## config.mk

```make
export PLATFORM = sky130hd
export DESIGN_NAME = model_matrix_scalar_product_function_flat
export DESIGN_NICKNAME = d
export VERILOG_FILES = /design/src/rtl/model_matrix_scalar_product_function_pkg.sv /design/src/rtl/model_matrix_scalar_product_function_if.sv /design/src/rtl/model_scalar_fixed_multiplier.sv /design/src/rtl/model_matrix_scalar_product_function.sv /design/src/flat_wrapper.sv
export SDC_FILE = /design/constraint.sdc
export NUM_CORES = 2
export LEC_CHECK = 0
export ABC_CLOCK_PERIOD_IN_PS = 5200
export CORE_ASPECT_RATIO = 1.75
export CORE_UTILIZATION = 45
export CTS_CLUSTER_SIZE = 12
export DETAILED_ROUTE_END_ITERATION = 7
export PLACE_DENSITY_LB_ADDON = 0.05
export SYNTH_ARGS = -nofsm -noshare
export SYNTH_HDL_FRONTEND = slang
export SYNTH_SLANG_ARGS = --single-unit
```

## constraint.sdc

```tcl
create_clock -name CLK -period 5.2 [get_ports CLK]
set_input_delay 0.52 -clock CLK [delete_from_list [all_inputs] [get_ports CLK]]
set_output_delay 0.52 -clock CLK [all_outputs]
set_load 0.05 [all_outputs]
```

## src/rtl/model_matrix_scalar_product_function_pkg.sv

```systemverilog
// ---------------------------------------------------------------------------
// model_matrix_scalar_product_function_pkg
// Shared definitions for the matrix scalar product stage and its
// fixed-point multiplier:
//   - state_t               : FSM state encoding (3 bits)
//   - ZERO/ONE constants    : control (1-bit) and data (integer) forms
//   - saturation_positive() : largest positive value for a given DATA_SIZE
//   - saturation_negative() : most negative value that is still
//                             symmetric with the positive bound
// ---------------------------------------------------------------------------
package model_matrix_scalar_product_function_pkg;

  typedef enum logic [2:0] {
    STARTER_STATE  = 3'd0,
    INPUT_I_STATE  = 3'd1,
    INPUT_J_STATE  = 3'd2,
    MULTIPLY_STATE = 3'd3,
    ENDER_STATE    = 3'd4
  } state_t;

  localparam logic ZERO_CONTROL = 1'b0;
  localparam logic ONE_CONTROL  = 1'b1;

  localparam int ZERO_DATA = 0;
  localparam int ONE_DATA  = 1;

  // Wide enough for any DATA_SIZE this stage is built with; callers
  // truncate to their own width.
  localparam int MAX_DATA_SIZE = 128;

  // 2^(data_size-1) - 1
  function automatic logic [MAX_DATA_SIZE-1:0] saturation_positive(input int data_size);
    logic [MAX_DATA_SIZE-1:0] one_value;
    one_value = MAX_DATA_SIZE'(ONE_DATA);
    return (one_value << (data_size - 1)) - one_value;
  endfunction

  // -(2^(data_size-1) - 1) in data_size-bit two's complement,
  // i.e. 2^(data_size-1) + 1 once truncated.
  function automatic logic [MAX_DATA_SIZE-1:0] saturation_negative(input int data_size);
    logic [MAX_DATA_SIZE-1:0] one_value;
    one_value = MAX_DATA_SIZE'(ONE_DATA);
    return (one_value << (data_size - 1)) + one_value;
  endfunction

endpackage

```

## src/rtl/model_matrix_scalar_product_function_if.sv

```systemverilog
// ---------------------------------------------------------------------------
// model_matrix_scalar_product_function_if
// Streaming I/J enable bus of the matrix scalar product stage.
//   master : upstream side (drives START, sizes, scalar, DATA_IN and the
//            input enables; receives READY, DATA_OUT, output enables and
//            OVERFLOW)
//   slave  : the scalar product stage itself
// ---------------------------------------------------------------------------
interface model_matrix_scalar_product_function_if #(
  parameter int DATA_SIZE = 64
);

  logic                 START;
  logic                 READY;
  logic                 DATA_IN_I_ENABLE;
  logic                 DATA_IN_J_ENABLE;
  logic                 DATA_OUT_I_ENABLE;
  logic                 DATA_OUT_J_ENABLE;
  logic                 OVERFLOW;
  logic [DATA_SIZE-1:0] SIZE_I_IN;
  logic [DATA_SIZE-1:0] SIZE_J_IN;
  logic [DATA_SIZE-1:0] SCALAR_IN;
  logic [DATA_SIZE-1:0] DATA_IN;
  logic [DATA_SIZE-1:0] DATA_OUT;

  modport master (
    output START,
    output DATA_IN_I_ENABLE,
    output DATA_IN_J_ENABLE,
    output SIZE_I_IN,
    output SIZE_J_IN,
    output SCALAR_IN,
    output DATA_IN,
    input  READY,
    input  DATA_OUT_I_ENABLE,
    input  DATA_OUT_J_ENABLE,
    input  OVERFLOW,
    input  DATA_OUT
  );

  modport slave (
    input  START,
    input  DATA_IN_I_ENABLE,
    input  DATA_IN_J_ENABLE,
    input  SIZE_I_IN,
    input  SIZE_J_IN,
    input  SCALAR_IN,
    input  DATA_IN,
    output READY,
    output DATA_OUT_I_ENABLE,
    output DATA_OUT_J_ENABLE,
    output OVERFLOW,
    output DATA_OUT
  );

endinterface

```

## src/rtl/model_scalar_fixed_multiplier.sv

```systemverilog
// ---------------------------------------------------------------------------
// model_scalar_fixed_multiplier
// Sequential shift-add signed fixed-point multiplier, one multiplier bit
// per cycle over DATA_SIZE cycles.
// Ports:
//   CLK        in   clock, rising edge
//   RST        in   asynchronous active-low reset
//   START      in   begin a product (ignored while busy)
//   DATA_A_IN  in   operand A, two's complement fixed point
//   DATA_B_IN  in   operand B, two's complement fixed point
//   READY      out  one-cycle pulse when DATA_OUT/OVERFLOW are final
//   DATA_OUT   out  product >> FRACTIONAL_SIZE, truncated toward zero,
//                   saturated to +/-(2^(DATA_SIZE-1)-1); held until next START
//   OVERFLOW   out  high while the held product is saturated
// START at edge n gives READY high during the cycle after edge n+DATA_SIZE-1,
// so the owner samples it at edge n+DATA_SIZE.
// ---------------------------------------------------------------------------
module model_scalar_fixed_multiplier
  import model_matrix_scalar_product_function_pkg::*;
#(
  parameter int DATA_SIZE       = 64,
  parameter int FRACTIONAL_SIZE = 32
) (
  input  logic                 CLK,
  input  logic                 RST,
  input  logic                 START,
  input  logic [DATA_SIZE-1:0] DATA_A_IN,
  input  logic [DATA_SIZE-1:0] DATA_B_IN,
  output logic                 READY,
  output logic [DATA_SIZE-1:0] DATA_OUT,
  output logic                 OVERFLOW
);

  localparam int PRODUCT_SIZE = 2 * DATA_SIZE;
  localparam int COUNT_SIZE   = $clog2(DATA_SIZE + 1);
  localparam logic [COUNT_SIZE-1:0] LAST_STEP = COUNT_SIZE'(DATA_SIZE - 1);
  localparam logic [DATA_SIZE-1:0]  SAT_POS   = DATA_SIZE'(saturation_positive(DATA_SIZE));
  localparam logic [DATA_SIZE-1:0]  SAT_NEG   = DATA_SIZE'(saturation_negative(DATA_SIZE));

  logic [DATA_SIZE-1:0]    magnitude_a;
  logic [DATA_SIZE-1:0]    magnitude_b;
  logic [PRODUCT_SIZE-1:0] multiplicand_reg;
  logic [DATA_SIZE-1:0]    multiplier_reg;
  logic [PRODUCT_SIZE-1:0] product_reg;
  logic [COUNT_SIZE-1:0]   count_reg;
  logic                    busy_reg;
  logic                    ready_reg;
  logic                    negative_reg;

  logic [PRODUCT_SIZE-1:0] product_shifted;
  logic [DATA_SIZE-1:0]    magnitude_result;
  logic                    saturated;

  // Unsigned magnitudes. The most negative value maps onto itself, which
  // read as unsigned is exactly 2^(DATA_SIZE-1).
  assign magnitude_a = DATA_A_IN[DATA_SIZE-1] ? (~DATA_A_IN + DATA_SIZE'(ONE_DATA)) : DATA_A_IN;
  assign magnitude_b = DATA_B_IN[DATA_SIZE-1] ? (~DATA_B_IN + DATA_SIZE'(ONE_DATA)) : DATA_B_IN;

  // The START edge already performs the first shift-add step straight from
  // the operand inputs; the remaining DATA_SIZE-1 steps follow one per edge.
  always_ff @(posedge CLK or negedge RST) begin
    if (!RST) begin
      multiplicand_reg <= '0;
      multiplier_reg   <= '0;
      product_reg      <= '0;
      count_reg        <= '0;
      busy_reg         <= ZERO_CONTROL;
      ready_reg        <= ZERO_CONTROL;
      negative_reg     <= ZERO_CONTROL;
    end else begin
      ready_reg <= ZERO_CONTROL;
      if (START && !busy_reg) begin
        multiplicand_reg <= PRODUCT_SIZE'(magnitude_a) << 1;
        multiplier_reg   <= magnitude_b >> 1;
        product_reg      <= magnitude_b[0] ? PRODUCT_SIZE'(magnitude_a) : '0;
        negative_reg     <= DATA_A_IN[DATA_SIZE-1] ^ DATA_B_IN[DATA_SIZE-1];
        count_reg        <= COUNT_SIZE'(ONE_DATA);
        busy_reg         <= (DATA_SIZE > 1);
        ready_reg        <= (DATA_SIZE == 1);
      end else if (busy_reg) begin
        if (multiplier_reg[0]) begin
          product_reg <= product_reg + multiplicand_reg;
        end
        multiplicand_reg <= multiplicand_reg << 1;
        multiplier_reg   <= multiplier_reg >> 1;
        count_reg        <= count_reg + COUNT_SIZE'(ONE_DATA);
        if (count_reg == LAST_STEP) begin
          busy_reg  <= ZERO_CONTROL;
          ready_reg <= ONE_CONTROL;
        end
      end
    end
  end

  // Drop the fractional bits of the magnitude (truncation toward zero),
  // then saturate symmetrically and re-apply the sign. A zero magnitude
  // negates to zero, so there is no negative zero.
  assign product_shifted  = product_reg >> FRACTIONAL_SIZE;
  assign saturated        = (product_shifted > PRODUCT_SIZE'(SAT_POS));
  assign magnitude_result = product_shifted[DATA_SIZE-1:0];

  always_comb begin
    DATA_OUT = magnitude_result;
    if (saturated) begin
      DATA_OUT = negative_reg ? SAT_NEG : SAT_POS;
    end else if (negative_reg) begin
      DATA_OUT = ~magnitude_result + DATA_SIZE'(ONE_DATA);
    end
  end

  assign OVERFLOW = saturated;
  assign READY    = ready_reg;

endmodule

```

## src/rtl/model_matrix_scalar_product_function.sv

```systemverilog
// ---------------------------------------------------------------------------
// model_matrix_scalar_product_function
// Streams an I x J fixed-point matrix in row-major order and emits every
// element multiplied by one scalar (typically the key strength beta).
// Ports:
//   CLK  in  clock, rising edge
//   RST  in  asynchronous active-low reset
//   bus  slave side of model_matrix_scalar_product_function_if:
//        START/READY, sizes, scalar, DATA_IN with I/J input enables,
//        DATA_OUT with I/J output enables, sticky OVERFLOW
// Element timing (edge t accepts an input enable):
//   multiplier START high in the cycle after edge t, its READY sampled at
//   edge t+1+DATA_SIZE, where DATA_OUT and the output pulses are registered;
//   the following cycle (ENDER_STATE) advances the indices, so the next
//   input enable can be accepted at edge t+3+DATA_SIZE.
// ---------------------------------------------------------------------------
module model_matrix_scalar_product_function
  import model_matrix_scalar_product_function_pkg::*;
#(
  parameter int DATA_SIZE       = 64,
  parameter int CONTROL_SIZE    = 4,
  parameter int FRACTIONAL_SIZE = 32
) (
  input logic CLK,
  input logic RST,
  model_matrix_scalar_product_function_if.slave bus
);

  state_t                  state_reg,        state_next;
  logic [DATA_SIZE-1:0]    size_i_reg,       size_i_next;
  logic [DATA_SIZE-1:0]    size_j_reg,       size_j_next;
  logic [DATA_SIZE-1:0]    scalar_reg,       scalar_next;
  logic [DATA_SIZE-1:0]    data_in_reg,      data_in_next;
  logic [DATA_SIZE-1:0]    data_out_reg,     data_out_next;
  logic [CONTROL_SIZE-1:0] index_i_reg,      index_i_next;
  logic [CONTROL_SIZE-1:0] index_j_reg,      index_j_next;
  logic                    ready_reg,        ready_next;
  logic                    out_i_en_reg,     out_i_en_next;
  logic                    out_j_en_reg,     out_j_en_next;
  logic                    overflow_reg,     overflow_next;
  logic                    mult_started_reg, mult_started_next;

  logic                    mult_start;
  logic                    mult_ready;
  logic                    mult_overflow;
  logic [DATA_SIZE-1:0]    mult_product;

  logic                    last_column;
  logic                    last_row;
  logic                    zero_size;

  model_scalar_fixed_multiplier #(
    .DATA_SIZE       (DATA_SIZE),
    .FRACTIONAL_SIZE (FRACTIONAL_SIZE)
  ) u_multiplier (
    .CLK       (CLK),
    .RST       (RST),
    .START     (mult_start),
    .DATA_A_IN (data_in_reg),
    .DATA_B_IN (scalar_reg),
    .READY     (mult_ready),
    .DATA_OUT  (mult_product),
    .OVERFLOW  (mult_overflow)
  );

  assign last_column = (DATA_SIZE'(index_j_reg) == size_j_reg - DATA_SIZE'(ONE_DATA));
  assign last_row    = (DATA_SIZE'(index_i_reg) == size_i_reg - DATA_SIZE'(ONE_DATA));
  assign zero_size   = (bus.SIZE_I_IN == DATA_SIZE'(ZERO_DATA)) ||
                       (bus.SIZE_J_IN == DATA_SIZE'(ZERO_DATA));

  always_ff @(posedge CLK or negedge RST) begin
    if (!RST) begin
      state_reg        <= STARTER_STATE;
      size_i_reg       <= '0;
      size_j_reg       <= '0;
      scalar_reg       <= '0;
      data_in_reg      <= '0;
      data_out_reg     <= '0;
      index_i_reg      <= '0;
      index_j_reg      <= '0;
      ready_reg        <= ZERO_CONTROL;
      out_i_en_reg     <= ZERO_CONTROL;
      out_j_en_reg     <= ZERO_CONTROL;
      overflow_reg     <= ZERO_CONTROL;
      mult_started_reg <= ZERO_CONTROL;
    end else begin
      state_reg        <= state_next;
      size_i_reg       <= size_i_next;
      size_j_reg       <= size_j_next;
      scalar_reg       <= scalar_next;
      data_in_reg      <= data_in_next;
      data_out_reg     <= data_out_next;
      index_i_reg      <= index_i_next;
      index_j_reg      <= index_j_next;
      ready_reg        <= ready_next;
      out_i_en_reg     <= out_i_en_next;
      out_j_en_reg     <= out_j_en_next;
      overflow_reg     <= overflow_next;
      mult_started_reg <= mult_started_next;
    end
  end

  always_comb begin
    state_next        = state_reg;
    size_i_next       = size_i_reg;
    size_j_next       = size_j_reg;
    scalar_next       = scalar_reg;
    data_in_next      = data_in_reg;
    data_out_next     = data_out_reg;
    index_i_next      = index_i_reg;
    index_j_next      = index_j_reg;
    overflow_next     = overflow_reg;
    mult_started_next = mult_started_reg;
    // Output strobes are single-cycle pulses unless set below.
    ready_next        = ZERO_CONTROL;
    out_i_en_next     = ZERO_CONTROL;
    out_j_en_next     = ZERO_CONTROL;
    mult_start        = ZERO_CONTROL;

    case (state_reg)
      STARTER_STATE: begin
        if (bus.START) begin
          size_i_next   = bus.SIZE_I_IN;
          size_j_next   = bus.SIZE_J_IN;
          scalar_next   = bus.SCALAR_IN;
          overflow_next = ZERO_CONTROL;
          index_i_next  = '0;
          index_j_next  = '0;
          if (zero_size) begin
            // Empty matrix: nothing to emit, just report completion.
            ready_next = ONE_CONTROL;
          end else begin
            state_next = INPUT_I_STATE;
          end
        end
      end

      INPUT_I_STATE: begin
        if (bus.DATA_IN_I_ENABLE) begin
          data_in_next = bus.DATA_IN;
          state_next   = MULTIPLY_STATE;
        end
      end

      INPUT_J_STATE: begin
        if (bus.DATA_IN_J_ENABLE) begin
          data_in_next = bus.DATA_IN;
          state_next   = MULTIPLY_STATE;
        end
      end

      MULTIPLY_STATE: begin
        // Kick the multiplier exactly once per element.
        mult_start        = !mult_started_reg;
        mult_started_next = ONE_CONTROL;
        if (mult_started_reg && mult_ready) begin
          // Register the result on entry to ENDER so it is visible during
          // ENDER while the indices advance.
          mult_started_next = ZERO_CONTROL;
          data_out_next     = mult_product;
          out_j_en_next     = ONE_CONTROL;
          overflow_next     = overflow_reg | mult_overflow;
          if (last_column) begin
            out_i_en_next = ONE_CONTROL;
            ready_next    = last_row;
          end
          state_next = ENDER_STATE;
        end
      end

      ENDER_STATE: begin
        if (last_column && last_row) begin
          index_i_next = '0;
          index_j_next = '0;
          state_next   = STARTER_STATE;
        end else if (last_column) begin
          index_i_next = index_i_reg + CONTROL_SIZE'(ONE_DATA);
          index_j_next = '0;
          state_next   = INPUT_I_STATE;
        end else begin
          index_j_next = index_j_reg + CONTROL_SIZE'(ONE_DATA);
          state_next   = INPUT_J_STATE;
        end
      end

      default: begin
        state_next = STARTER_STATE;
      end
    endcase
  end

  assign bus.READY             = ready_reg;
  assign bus.DATA_OUT_I_ENABLE = out_i_en_reg;
  assign bus.DATA_OUT_J_ENABLE = out_j_en_reg;
  assign bus.OVERFLOW          = overflow_reg;
  assign bus.DATA_OUT          = data_out_reg;

endmodule

```

## src/flat_wrapper.sv

```systemverilog
// flat-port wrapper written by rule: the top's interface ports become plain ports
module model_matrix_scalar_product_function_flat import model_matrix_scalar_product_function_pkg::*;
#(
  parameter int DATA_SIZE       = 64,
  parameter int CONTROL_SIZE    = 4,
  parameter int FRACTIONAL_SIZE = 32
)
  (CLK, RST, bus_START, bus_DATA_IN_I_ENABLE, bus_DATA_IN_J_ENABLE, bus_SIZE_I_IN, bus_SIZE_J_IN, bus_SCALAR_IN, bus_DATA_IN, bus_READY, bus_DATA_OUT_I_ENABLE, bus_DATA_OUT_J_ENABLE, bus_OVERFLOW, bus_DATA_OUT);
  model_matrix_scalar_product_function_if #(.DATA_SIZE(DATA_SIZE)) bus_i ();
  input logic CLK;
  input logic RST;
  input wire logic [$bits(bus_i.START)-1:0] bus_START;
  input wire logic [$bits(bus_i.DATA_IN_I_ENABLE)-1:0] bus_DATA_IN_I_ENABLE;
  input wire logic [$bits(bus_i.DATA_IN_J_ENABLE)-1:0] bus_DATA_IN_J_ENABLE;
  input wire logic [$bits(bus_i.SIZE_I_IN)-1:0] bus_SIZE_I_IN;
  input wire logic [$bits(bus_i.SIZE_J_IN)-1:0] bus_SIZE_J_IN;
  input wire logic [$bits(bus_i.SCALAR_IN)-1:0] bus_SCALAR_IN;
  input wire logic [$bits(bus_i.DATA_IN)-1:0] bus_DATA_IN;
  output wire logic [$bits(bus_i.READY)-1:0] bus_READY;
  output wire logic [$bits(bus_i.DATA_OUT_I_ENABLE)-1:0] bus_DATA_OUT_I_ENABLE;
  output wire logic [$bits(bus_i.DATA_OUT_J_ENABLE)-1:0] bus_DATA_OUT_J_ENABLE;
  output wire logic [$bits(bus_i.OVERFLOW)-1:0] bus_OVERFLOW;
  output wire logic [$bits(bus_i.DATA_OUT)-1:0] bus_DATA_OUT;
  assign bus_i.START = bus_START;
  assign bus_i.DATA_IN_I_ENABLE = bus_DATA_IN_I_ENABLE;
  assign bus_i.DATA_IN_J_ENABLE = bus_DATA_IN_J_ENABLE;
  assign bus_i.SIZE_I_IN = bus_SIZE_I_IN;
  assign bus_i.SIZE_J_IN = bus_SIZE_J_IN;
  assign bus_i.SCALAR_IN = bus_SCALAR_IN;
  assign bus_i.DATA_IN = bus_DATA_IN;
  assign bus_READY = bus_i.READY;
  assign bus_DATA_OUT_I_ENABLE = bus_i.DATA_OUT_I_ENABLE;
  assign bus_DATA_OUT_J_ENABLE = bus_i.DATA_OUT_J_ENABLE;
  assign bus_OVERFLOW = bus_i.OVERFLOW;
  assign bus_DATA_OUT = bus_i.DATA_OUT;
  model_matrix_scalar_product_function #(.DATA_SIZE(DATA_SIZE), .CONTROL_SIZE(CONTROL_SIZE), .FRACTIONAL_SIZE(FRACTIONAL_SIZE)) u_core (.CLK(CLK), .RST(RST), .bus(bus_i));
endmodule
```

==> summary.md <==
| Metric | Value |
|---|---|
| Largest family of logic cells by synthesized area | simple AND/OR/NAND/NOR gates |
| Hold Crit Class | in -> reg |
| Top-count cell post-synth | nand2_1 |
| RSZ-0062 raised after global routing | false |
| Synth Area in Adders | 0.0418 |
| Crit path capture type | flip-flop |
| DR vias | 37400 |
| Via density | 5.82 |
| Fin worst setup slack | 0.346 ns |
| Antenna cell count | 0 |
| Dpl ws | 0.342 ns |
| Setup TNS | 0 ns |
| CTS Sinks | 663 |
| Max Root-Sink Buffers | 3 |
| Share of layout cells above drive strength 1 | 0.0539 |
| Routed Wire Length | 133000 um |
| Initial Utilization | 0.455 |
| Crit path cell chain | or4_2 -> nor4_1 -> or3b_2 -> or2_1 -> or3_1 -> or3_1 -> or4_1 -> or4_1 -> o31ai_1 -> xnor2_1 -> mux2i_1 -> o21ai_1 |
| Least-Margin Pin Slew | 1.09 ns |
| FF/Latch Area | 16600 um^2 |
| Critical path's largest stage delay | 0.71 ns |
| Antenna-violating nets left | 0 |
| Setup Skew | 0.0191 ns |
| Die span in y | 399 um |
| Initial DRT Pass Iterations | 6 |
| Vias in the first global route | 36900 |
| Status | finished clean |
| Avg Cell Area, Syn | 8.07 um^2 |
| Fill cell total of the finished layout | 8760 |
| Worst Path Arrival | 5.35 ns |
| CTS tree | done |
| Cell count after synthesis | 5034 |
| Synth Cell Area | 40600 um^2 |
| Die Area | 91500 um^2 |
| Synth Area in Simple Gates | 0.233 |
| DRC Markers | 0 |
| Crit path launch type | flip-flop |
| Final min period | 4.85 ns |
| Max cap viols | 0 |
| Critical path type | reg -> reg |
| Cts bufs inserted | 71 |
| Number of flops mapped to enable cells by yosys | 0 |
| Core area | 89300 um^2 |
| Slew margin rel. | 0.276 |
| Post-synthesis mux area share | 0.0229 |
| GRT overflow | 0 |
| Post-DP HPWL | 99700 um |
| Multi-input gate area | 22700 um^2 |
| Clock Latency Late Sink | 0.66 ns |
| Syn nets | 5430 |
| Final #Nets | 5606 |
| Slowest cell on crit path | or4_2 |
| WP data required | 5.69 ns |
| Post-CTS Setup Bufs | 0 |
| Pleak | 20.7 nW |
| Minimum setup slack among reg-to-reg paths | 0.35 ns |
| Xor and xnor fraction of the mapped netlist area | 0.0584 |
| Pin count of the biggest net entering global routing | 207 |
| RePlAce Congestion | 0.967 |
| Post-synthesis compound-gate area fraction | 0.202 |
| FMAX | 206 MHz |
| Top cells by area, synth | dfrtp_1 41%, nand2_1 11%, o21ai_0 6.7% |
| First-pass GRT wire length | 207000 um |
| WL/cell | 20.7 um |
| IO buf count | 328 |
| Critical-path maximum fanout | 5 |
| Synth Warn # | 0 |
| Top FF cell, synth | dfrtp_1 |
| Synth cell count leaders | 1200 x nand2_1, 663 x dfrtp_1, 546 x o21ai_0 |
| Yosys top cell by area | dfrtp_1 |
| Final Setup Violations | 0 |
| Final Hold Fails | 0 |
| Final Max Slew Viols | 0 |
| Cell Rows | 145 |
| 1st-iter DRT viols | 2352 |
| Area Growth Syn to Fin | 16.0% |
| Maximum vdd drop | 0.229 mV |
| Worst-path clk slew | 0.06 ns |
| Final Cycle Share | 0.933 |
| Power per standard cell area | 337 nW/um^2 |
| Post-synthesis cell type count | 84 |
| Post-synth top area share | 0.409 |
| Gr usage total | 0.288 |
| Initial antenna violation count | 13 |
| Share of synthesized registers carrying an async set or reset | 1.00 |
| Chip width | 229 um |
| Post-synthesis sequential area ratio | 0.409 |
| Ports | 329 |
| H-tree levels | 3 |
| Yosys reg bits | 663 |
| Clk root buf | clkbuf_16 |
## cell usage in the layout, fill, tap and decap left out, types with 39 or more instances in the layout
cell,n
nor3_1,93
nor4_1,88
ha_1,134
xnor2_1,96
a21oi_1,394
clkdlybuf4s50_1,327
buf_4,53
or4_1,40
o22ai_1,39
a31oi_1,41
inv_1,58
a21o_1,69
dfrtp_1,659
o31ai_1,61
nand4_1,85
o21ai_0,546
mux2_2,64
nand2_1,1199
nor2_1,353
or3_1,40
xor2_1,175
nand3_1,80
clkbuf_16,71
## final timing paths
path,from,to,cells past startpoint
min in group asynchronous,RST,u_core.bus.DATA_OUT[43]$_DFFE_PN0P_,2
max reg2reg,u_core.scalar_reg[18]$_DFFE_PN0P_,u_core.u_multiplier.multiplier_reg[60]$_DFFE_PN0P_,12
min reg2reg,u_core.bus.DATA_OUT[46]$_DFFE_PN0P_,u_core.bus.DATA_OUT[46]$_DFFE_PN0P_,2
max,u_core.scalar_reg[18]$_DFFE_PN0P_,u_core.u_multiplier.multiplier_reg[60]$_DFFE_PN0P_,12
max in group asynchronous,RST,u_core.size_i_reg[43]$_DFFE_PN0P_,3
min,bus_SCALAR_IN[15],u_core.scalar_reg[15]$_DFFE_PN0P_,3
## routing by layer
layer  global-route usage  vias to the layer above  wire length, um
li1                     -                    18100                -
met1                0.315                    17900            50500
met2                0.542                     1014            70300
met3               0.0403                      290             5930
met4                0.139                       24             6240
met5                    0                        -              161
## worst max-delay path: cells and delay by family, from the launching register on
family | cells | cell delay (ns)
compound gates | 2 | 0.37
xor+xnor | 1 | 0.11
flops | 1 | 0.42
mux | 1 | 0.14
simple gates | 8 | 3.65
## area by class of cell
class,count,area share
multi-input combinational,4022,0.483
inverter,60,0.00478
clock inverter,17,0.00425
tap,1176,0.0312
timing repair buffer,392,0.0827
sequential,663,0.352
clock buffer,95,0.0422
## stage by stage
stage                     power, W   util  hold WS [ns]  area, um^2  std cells
after CTS                   0.0160  0.528         0.340       47100       6425
final                       0.0159  0.528         0.388       47100       6425
after global placement      0.0109  0.503         0.456       44900       6312
after floorplan            0.00941      -         0.224       40600       5034
after global routing        0.0167  0.528         0.385       47100       6425
after detailed placement    0.0109  0.503         0.456       44900       6312
## where the power goes
part           leakage, nW  total [W]  switching [W]  internal, W
Sequential            8.92    0.00657       0.000792      0.00578
Clock                 1.07    0.00497        0.00220      0.00278
Combinational         10.7    0.00434        0.00260      0.00174
## cells by family after synthesis
kind of cell	after synthesis
buf+inv	349
simple gates	2138
flops	663
fa+ha+maj	135
mux	85
xor+xnor	271
compound gates	1393
## what timing repair did
item | CTS | global route
hold endpoints to repair | 69 | 0
endpoints found under the setup margin | 0 | 2
gates resized for setup | 0 | 1
hold buffers | 1 | 0
(Power assumes the default switching activity.)
